File: src/rtl/qam_demap_pkg.sv
// Shared constellation constants and slicing helpers for the 16-QAM demapper.
// The mapper and the demapper both use these constants.
package qam_demap_pkg;

  localparam int LEVEL_INNER    = 8191;
  localparam int LEVEL_OUTER    = 24573;
  localparam int THRESH_DEFAULT = 16382;
  localparam int MARGIN_DEFAULT = 2048;
  localparam int FIFO_DEPTH     = 4;
  localparam int FIFO_W         = 5;
  localparam int FIFO_CW        = $clog2(FIFO_DEPTH + 1);

  typedef struct packed {
    logic [3:0] nib;
    logic       lc;
  } demap_t;

  // 17-bit magnitude so that -32768 maps to +32768 without overflow.
  function automatic logic [16:0] mag17(input logic signed [15:0] x);
    logic signed [16:0] e;
    e = {x[15], x};
    return x[15] ? 17'(-e) : e;
  endfunction

  function automatic logic near_edge(input logic [16:0] m, input logic [16:0] thr,
                                     input logic [16:0] mar);
    logic [16:0] d;
    d = (m >= thr) ? m - thr : thr - m;
    return (m < mar) || (d < mar);
  endfunction

endpackage

File: src/rtl/qam_demap_fifo.sv
// First-word-fall-through FIFO with occupancy count; head is always visible on dout_o.
module qam_demap_fifo #(
  parameter int W     = 5,
  parameter int DEPTH = 4
) (
  input  logic                           clk,
  input  logic                           rst,
  input  logic                           push_i,
  input  logic [W-1:0]                   din_i,
  input  logic                           pop_i,
  output logic [W-1:0]                   dout_o,
  output logic                           empty_o,
  output logic [$clog2(DEPTH+1)-1:0]     count_o
);

  localparam int PW = $clog2(DEPTH);
  localparam int CW = $clog2(DEPTH + 1);

  logic [W-1:0]  mem_q [DEPTH];
  logic [PW-1:0] wr_q, wr_d, rd_q, rd_d;
  logic [CW-1:0] cnt_q, cnt_d;
  logic          do_push, do_pop;

  always_comb begin
    do_push = push_i && (cnt_q != CW'(DEPTH));
    do_pop  = pop_i && (cnt_q != '0);
    wr_d    = wr_q + PW'(do_push);
    rd_d    = rd_q + PW'(do_pop);
    cnt_d   = cnt_q + CW'(do_push) - CW'(do_pop);
  end

  always_ff @(posedge clk or posedge rst) begin
    if (rst) begin
      wr_q  <= '0;
      rd_q  <= '0;
      cnt_q <= '0;
    end else begin
      wr_q  <= wr_d;
      rd_q  <= rd_d;
      cnt_q <= cnt_d;
    end
  end

  always_ff @(posedge clk) begin
    if (do_push) mem_q[wr_q] <= din_i;
  end

  assign dout_o  = mem_q[rd_q];
  assign empty_o = (cnt_q == '0);
  assign count_o = cnt_q;

endmodule

File: src/rtl/qam_demap.sv
// 16-QAM hard-decision demapper: slice stage, 4-entry FWFT output buffer,
// delivered-symbol and low-confidence counters.
module qam_demap
  import qam_demap_pkg::*;
#(
  parameter int THRESH = THRESH_DEFAULT,
  parameter int MARGIN = MARGIN_DEFAULT
) (
  input  logic               clk,
  input  logic               res,
  input  logic               en,
  input  logic               valid_qam,
  input  logic signed [15:0] i,
  input  logic signed [15:0] q,
  output logic               ready_out,
  input  logic               ready_in,
  output logic               valid_demap,
  output logic [3:0]         odata,
  output logic               low_conf,
  output logic [15:0]        sym_cnt,
  output logic [15:0]        lowconf_cnt
);

  logic [16:0]         mag_i, mag_q;
  demap_t              slice_d, s1_data_q, s1_data_d, head;
  logic                s1_valid_q, s1_valid_d;
  logic                rdy_q;
  logic                accept, pop, fifo_empty;
  logic [FIFO_CW-1:0]  fifo_cnt;
  logic [15:0]         sym_cnt_q, sym_cnt_d, lc_cnt_q, lc_cnt_d;

  always_comb begin
    mag_i       = mag17(i);
    mag_q       = mag17(q);
    slice_d.nib = {i[15], q[15], mag_i < 17'(THRESH), mag_q < 17'(THRESH)};
    slice_d.lc  = near_edge(mag_i, 17'(THRESH), 17'(MARGIN)) ||
                  near_edge(mag_q, 17'(THRESH), 17'(MARGIN));
  end

  // rdy_q holds ready_out low during reset and releases it on the first edge after.
  assign ready_out = rdy_q &&
                     ((fifo_cnt + FIFO_CW'(s1_valid_q)) < FIFO_CW'(FIFO_DEPTH));
  assign accept    = en && valid_qam && ready_out;
  assign pop       = !fifo_empty && ready_in;

  always_comb begin
    s1_valid_d = accept;
    s1_data_d  = accept ? slice_d : s1_data_q;
    sym_cnt_d  = sym_cnt_q + 16'(pop);
    lc_cnt_d   = lc_cnt_q;
    if (pop && head.lc && (lc_cnt_q != '1)) lc_cnt_d = lc_cnt_q + 16'd1;
  end

  always_ff @(posedge clk or posedge res) begin
    if (res) begin
      s1_valid_q <= 1'b0;
      s1_data_q  <= '0;
      rdy_q      <= 1'b0;
      sym_cnt_q  <= '0;
      lc_cnt_q   <= '0;
    end else begin
      s1_valid_q <= s1_valid_d;
      s1_data_q  <= s1_data_d;
      rdy_q      <= 1'b1;
      sym_cnt_q  <= sym_cnt_d;
      lc_cnt_q   <= lc_cnt_d;
    end
  end

  qam_demap_fifo #(
    .W     (FIFO_W),
    .DEPTH (FIFO_DEPTH)
  ) u_fifo (
    .clk     (clk),
    .rst     (res),
    .push_i  (s1_valid_q),
    .din_i   (s1_data_q),
    .pop_i   (pop),
    .dout_o  (head),
    .empty_o (fifo_empty),
    .count_o (fifo_cnt)
  );

  assign valid_demap = !fifo_empty;
  assign odata       = fifo_empty ? '0 : head.nib;
  assign low_conf    = !fifo_empty && head.lc;
  assign sym_cnt     = sym_cnt_q;
  assign lowconf_cnt = lc_cnt_q;

endmodule

File: config.mk
export PLATFORM = sky130hd
export DESIGN_NAME = qam_demap
export DESIGN_NICKNAME = d
export VERILOG_FILES = /design/src/rtl/qam_demap_pkg.sv /design/src/rtl/qam_demap_fifo.sv /design/src/rtl/qam_demap.sv
export SDC_FILE = /design/constraint.sdc
export NUM_CORES = 1
export LEC_CHECK = 0
export CAP_MARGIN = 20
export CELL_PAD_IN_SITES_DETAIL_PLACEMENT = 0
export CELL_PAD_IN_SITES_GLOBAL_PLACEMENT = 1
export CORE_UTILIZATION = 36
export DETAILED_ROUTE_END_ITERATION = 10
export HOLD_SLACK_MARGIN = 0.12
export PLACE_DENSITY = 0.81
export SYNTH_ARGS = -nofsm -noshare
export SYNTH_HDL_FRONTEND = slang
export SYNTH_SLANG_ARGS = --single-unit
File: constraint.sdc
create_clock -name clk -period 2 [get_ports clk]
set_input_delay 0.4 -clock clk [delete_from_list [all_inputs] [get_ports clk]]
set_output_delay 0.4 -clock clk [all_outputs]
set_load 0.05 [all_outputs]
==> summary.md <==
| Metric | Value |
|---|---|
| Status | complete, but fails checks |
| Failing checks | negative setup slack |
| Largest net degree at the start of global routing | 29 |
| Max incr delay on CP | 0.53 ns |
| Post-CTS Hold Buffers | 0 |
| Worst-path clk slew | 0.07 ns |
| Final Hold Viols | 0 |
| Levels on crit path | 10 |
| Vias | between 3000 and 4000 |
| Pwr Density | 940.9 nW/um^2 |
| CTS tree | built |
| Crit path cell chain | clkdlybuf4s15_1 > or4_4 > or3_4 > nor4_4 > nor2_2 > o22a_2 > a311o_1 > a22oi_2 > o22ai_2 > o31ai_2 |
| Slew Limit Fails | 0 |
| Drt drc | 0 |
| Most used DFF post-synth | dfrtp_1 |
| # rows | 37 |
| Buf/Inv on CP | 1 |
| Most frequent cells in the layout | 104 x buf_4, 34 x nand2_1, 34 x dfrtp_1 |
| Diode count | 0 |
| Max Clock Skew | 0.003152 ns |
| EDFF count, synth | 20 |
| # IOs | 76 |
| # nets final | 606 |
| Core ar. | 10370 um^2 |
| Slew @ Worst Pin | 0.5202 ns |
| Final setup violation count | 8 |
| Global route overflow | 0 |
| CP Data Arrival Time | 2.67 ns |
| Grt peak-use layer | met2 |
| Final WS setup | -0.4223 ns |
| First-pass DRT Iterations | 4 |
| Worst hold path type | in -> async |
| Peak supply drop | 791.0 uV |
| Met1 usage | 20.56% |
| Crit path required time | 2.25 ns |
| Clock sinks | between 60 and 70 |
| Tcrit/Tclk final | 121.1% |
| Routability cong. | 0.8365 |
| Leak pwr | 2.657 nW |
| Clk Latency, worst-skew pair | 0.34 ns |
| Max FO, Critical Path | 5 |
| Mapped Area | 3852 um^2 |
| Most common cell after layout, fill and taps aside | buf_4 |
| H-tree depth | 3 |
| Maxcap violations | 0 |
| DRT iter0 DRCs | 143 |
| #FFs+latches synth | 66 |
| Routed Antenna Nets | 0 |
| Share of cells above drive strength 1 | 44.33% |
| Root buf cell | clkbuf_8 |
| Post-synthesis sequential area ratio | between 40% and 50% |
| Asr flop ratio synth | 69.70% |
| Die area | 11120 um^2 |
| Die X | 105.4 um |
| Largest delay share family, worst path | simple AND/OR/NAND/NOR gates |
| IO buf count | 75 |
| Via density | 5.023 |
| Cells after Synth | ~380 |
| Final WL | between 9 and 10 mm |
| YS warnings | 0 |
| WS Path Type | in -> reg |
| CTS max path bufs | 2 |
| Setup TNS | -1.074 ns |
| Starting density of the core | 37.15% |
| Die Span Y | 105.4 um |
| Count of cell types in the netlist | 68 |
| Vias in the first global route | 3423 |
| GRT met3 Usage | 2.288% |
| Final min period | 2.422 ns |
| Element type at the critical path end | flip-flop |
| Slowest cell on crit path | or4_4 |
| Layout fillers | 915 |
| Total GRT Usage | between 10% and 20% |
| Rel. slew slack | 65.21% |
| Met2 usage | 29.98% |
| DR WL/cell | approximately 13 um |
| Syn avg cell area | between 10 and 15 um^2 |
| FF-to-FF path depth | 8 |
| Core Util, Final | 58.98% |
| CP startpoint kind | input pin |
| RSZ-0062 raised after global routing | yes |
| FMAX | 0.4128 GHz |
| Syn_nets | 422 |
| Hpwl dp | 6.974 mm |
| Initial antenna violation count | 0 |
| Total CTS buffers | 9 |
| Layout area overhead | 58.75% |
| First-pass GRT wire length | 15.32 mm |
==> registers in the layout, summed over array words and instances, names as in the netlist <==
register / count
u_fifo.mem_q: 20
lowconf_cnt: 16
sym_cnt: 16
s1_data_q: 5
u_fifo.count_o: 3
u_fifo.rd_q: 2
u_fifo.wr_q: 2
rdy_q: 1
s1_valid_q: 1
==> path summary, 6_finish.rpt <==
check | startpoint | endpoint | slack, ns
setup / recovery | q[4] | s1_data_q[0] | -0.42
hold / removal | res | lowconf_cnt[8] | 0.38
setup reg to reg | u_fifo.count_o[2] | u_fifo.count_o[1] | 0
hold reg to reg | lowconf_cnt[13] | lowconf_cnt[13] | 0.48
max in group asynchronous | res | s1_data_q[3] | 1.14
min in group clk | lowconf_cnt[13] | lowconf_cnt[13] | 0.48
==> kinds of logic after synthesis <==
group                    synth area share, %
other                                0.09734
adder cells (fa/ha/maj)                3.443
AND/OR/NAND/NOR                        22.22
buffers and inverters                  3.085
flip-flops                             45.47
XOR/XNOR                               10.00
AO/OA/AOI/OAI                          11.95
multiplexers                           3.735
==> metal layers <==
| metal | part of all wire (%) | up-vias |
|---|---|---|
| met2 | 51 | 108 |
| met4 | 1.3 | 0 |
| met5 | 0 | - |
| met1 | 43 | 1651 |
| met3 | 4.5 | 14 |
| li1 | - | 1743 |
==> power breakdown <==
part           switching (W)  internal [W]
Combinational        0.00146       0.00127
Sequential          0.000295       0.00173
Clock               0.000534      0.000457
Total                0.00229       0.00346
==> layout make-up <==
class	count	area, um^2	share of cell area, %
clock buffer	9	123.9	2.025
timing repair buffer	183	1617	26.43
inverter	17	88.84	1.453
tap	136	170.2	2.782
sequential	66	1767	28.89
clock inverter	7	53.80	0.8797
multi-input combinational	282	2296	37.54
==> synth_stat cells (all sizes together), types with 2 or more instances <==
| library cell | number | area share (%) |
|---|---|---|
| a31oi | 4 | 0.65 |
| a21boi | 2 | 0.39 |
| nor3b | 2 | 0.39 |
| nand4 | 5 | 0.81 |
| nand4b | 3 | 0.68 |
| nand2b | 4 | 0.65 |
| and3 | 9 | 1.5 |
| mux4 | 5 | 2.9 |
| o21ai | 17 | 2.2 |
| a211oi | 3 | 0.58 |
| dfrtp | 46 | 30 |
| a21oi | 6 | 0.78 |
| o31ai | 7 | 1.4 |
| nand3 | 20 | 2.7 |
| or4 | 5 | 0.97 |
| xor2 | 19 | 4.3 |
| o22ai | 5 | 0.81 |
| or3 | 10 | 1.8 |
| xnor2 | 25 | 5.7 |
| buf | 5 | 0.94 |
| o21bai | 2 | 0.39 |
| or2 | 3 | 0.49 |
| inv | 16 | 1.6 |
| o211ai | 4 | 0.91 |
| mux2i | 2 | 0.52 |
| clkbuf | 5 | 0.49 |
| a22oi | 2 | 0.39 |
| and2 | 8 | 1.3 |
| nor3 | 11 | 1.4 |
| nor4 | 8 | 2.2 |
| ha | 9 | 2.9 |
| nor2 | 22 | 2.2 |
| edfxtp | 20 | 16 |
| a21o | 2 | 0.42 |
| nand2 | 38 | 3.7 |
==> per-stage QoR <==
| step | power (W) | cell area, um^2 | worst slack, ns | hold WS (ns) | std cells |
|---|---|---|---|---|---|
| 2_1_floorplan | 0.003536 | 4024 | -0.5699 | 0.4758 | 375 |
| 3_3_place_gp | 0.004382 | 5558 | -1.167 | 0.4608 | 670 |
| 3_5_place_dp | 0.004451 | 5558 | -1.239 | 0.4628 | 670 |
| 4_1_cts | 0.005675 | 5986 | -0.4488 | 0.3830 | 692 |
| 5_1_grt | 0.006074 | 6116 | -0.5330 | 0.4180 | 700 |
| 6_report | 0.005754 | 6116 | -0.4223 | 0.3765 | 700 |
==> timing repair <==
item	CTS	global route
hold endpoints to repair	0	0
pin swaps	44	37
endpoints found under the setup margin	13	23
cloned	0	0
resized for setup	117	44
setup buffers	7	9
Note: power is estimated with default switching activity, not from simulation.
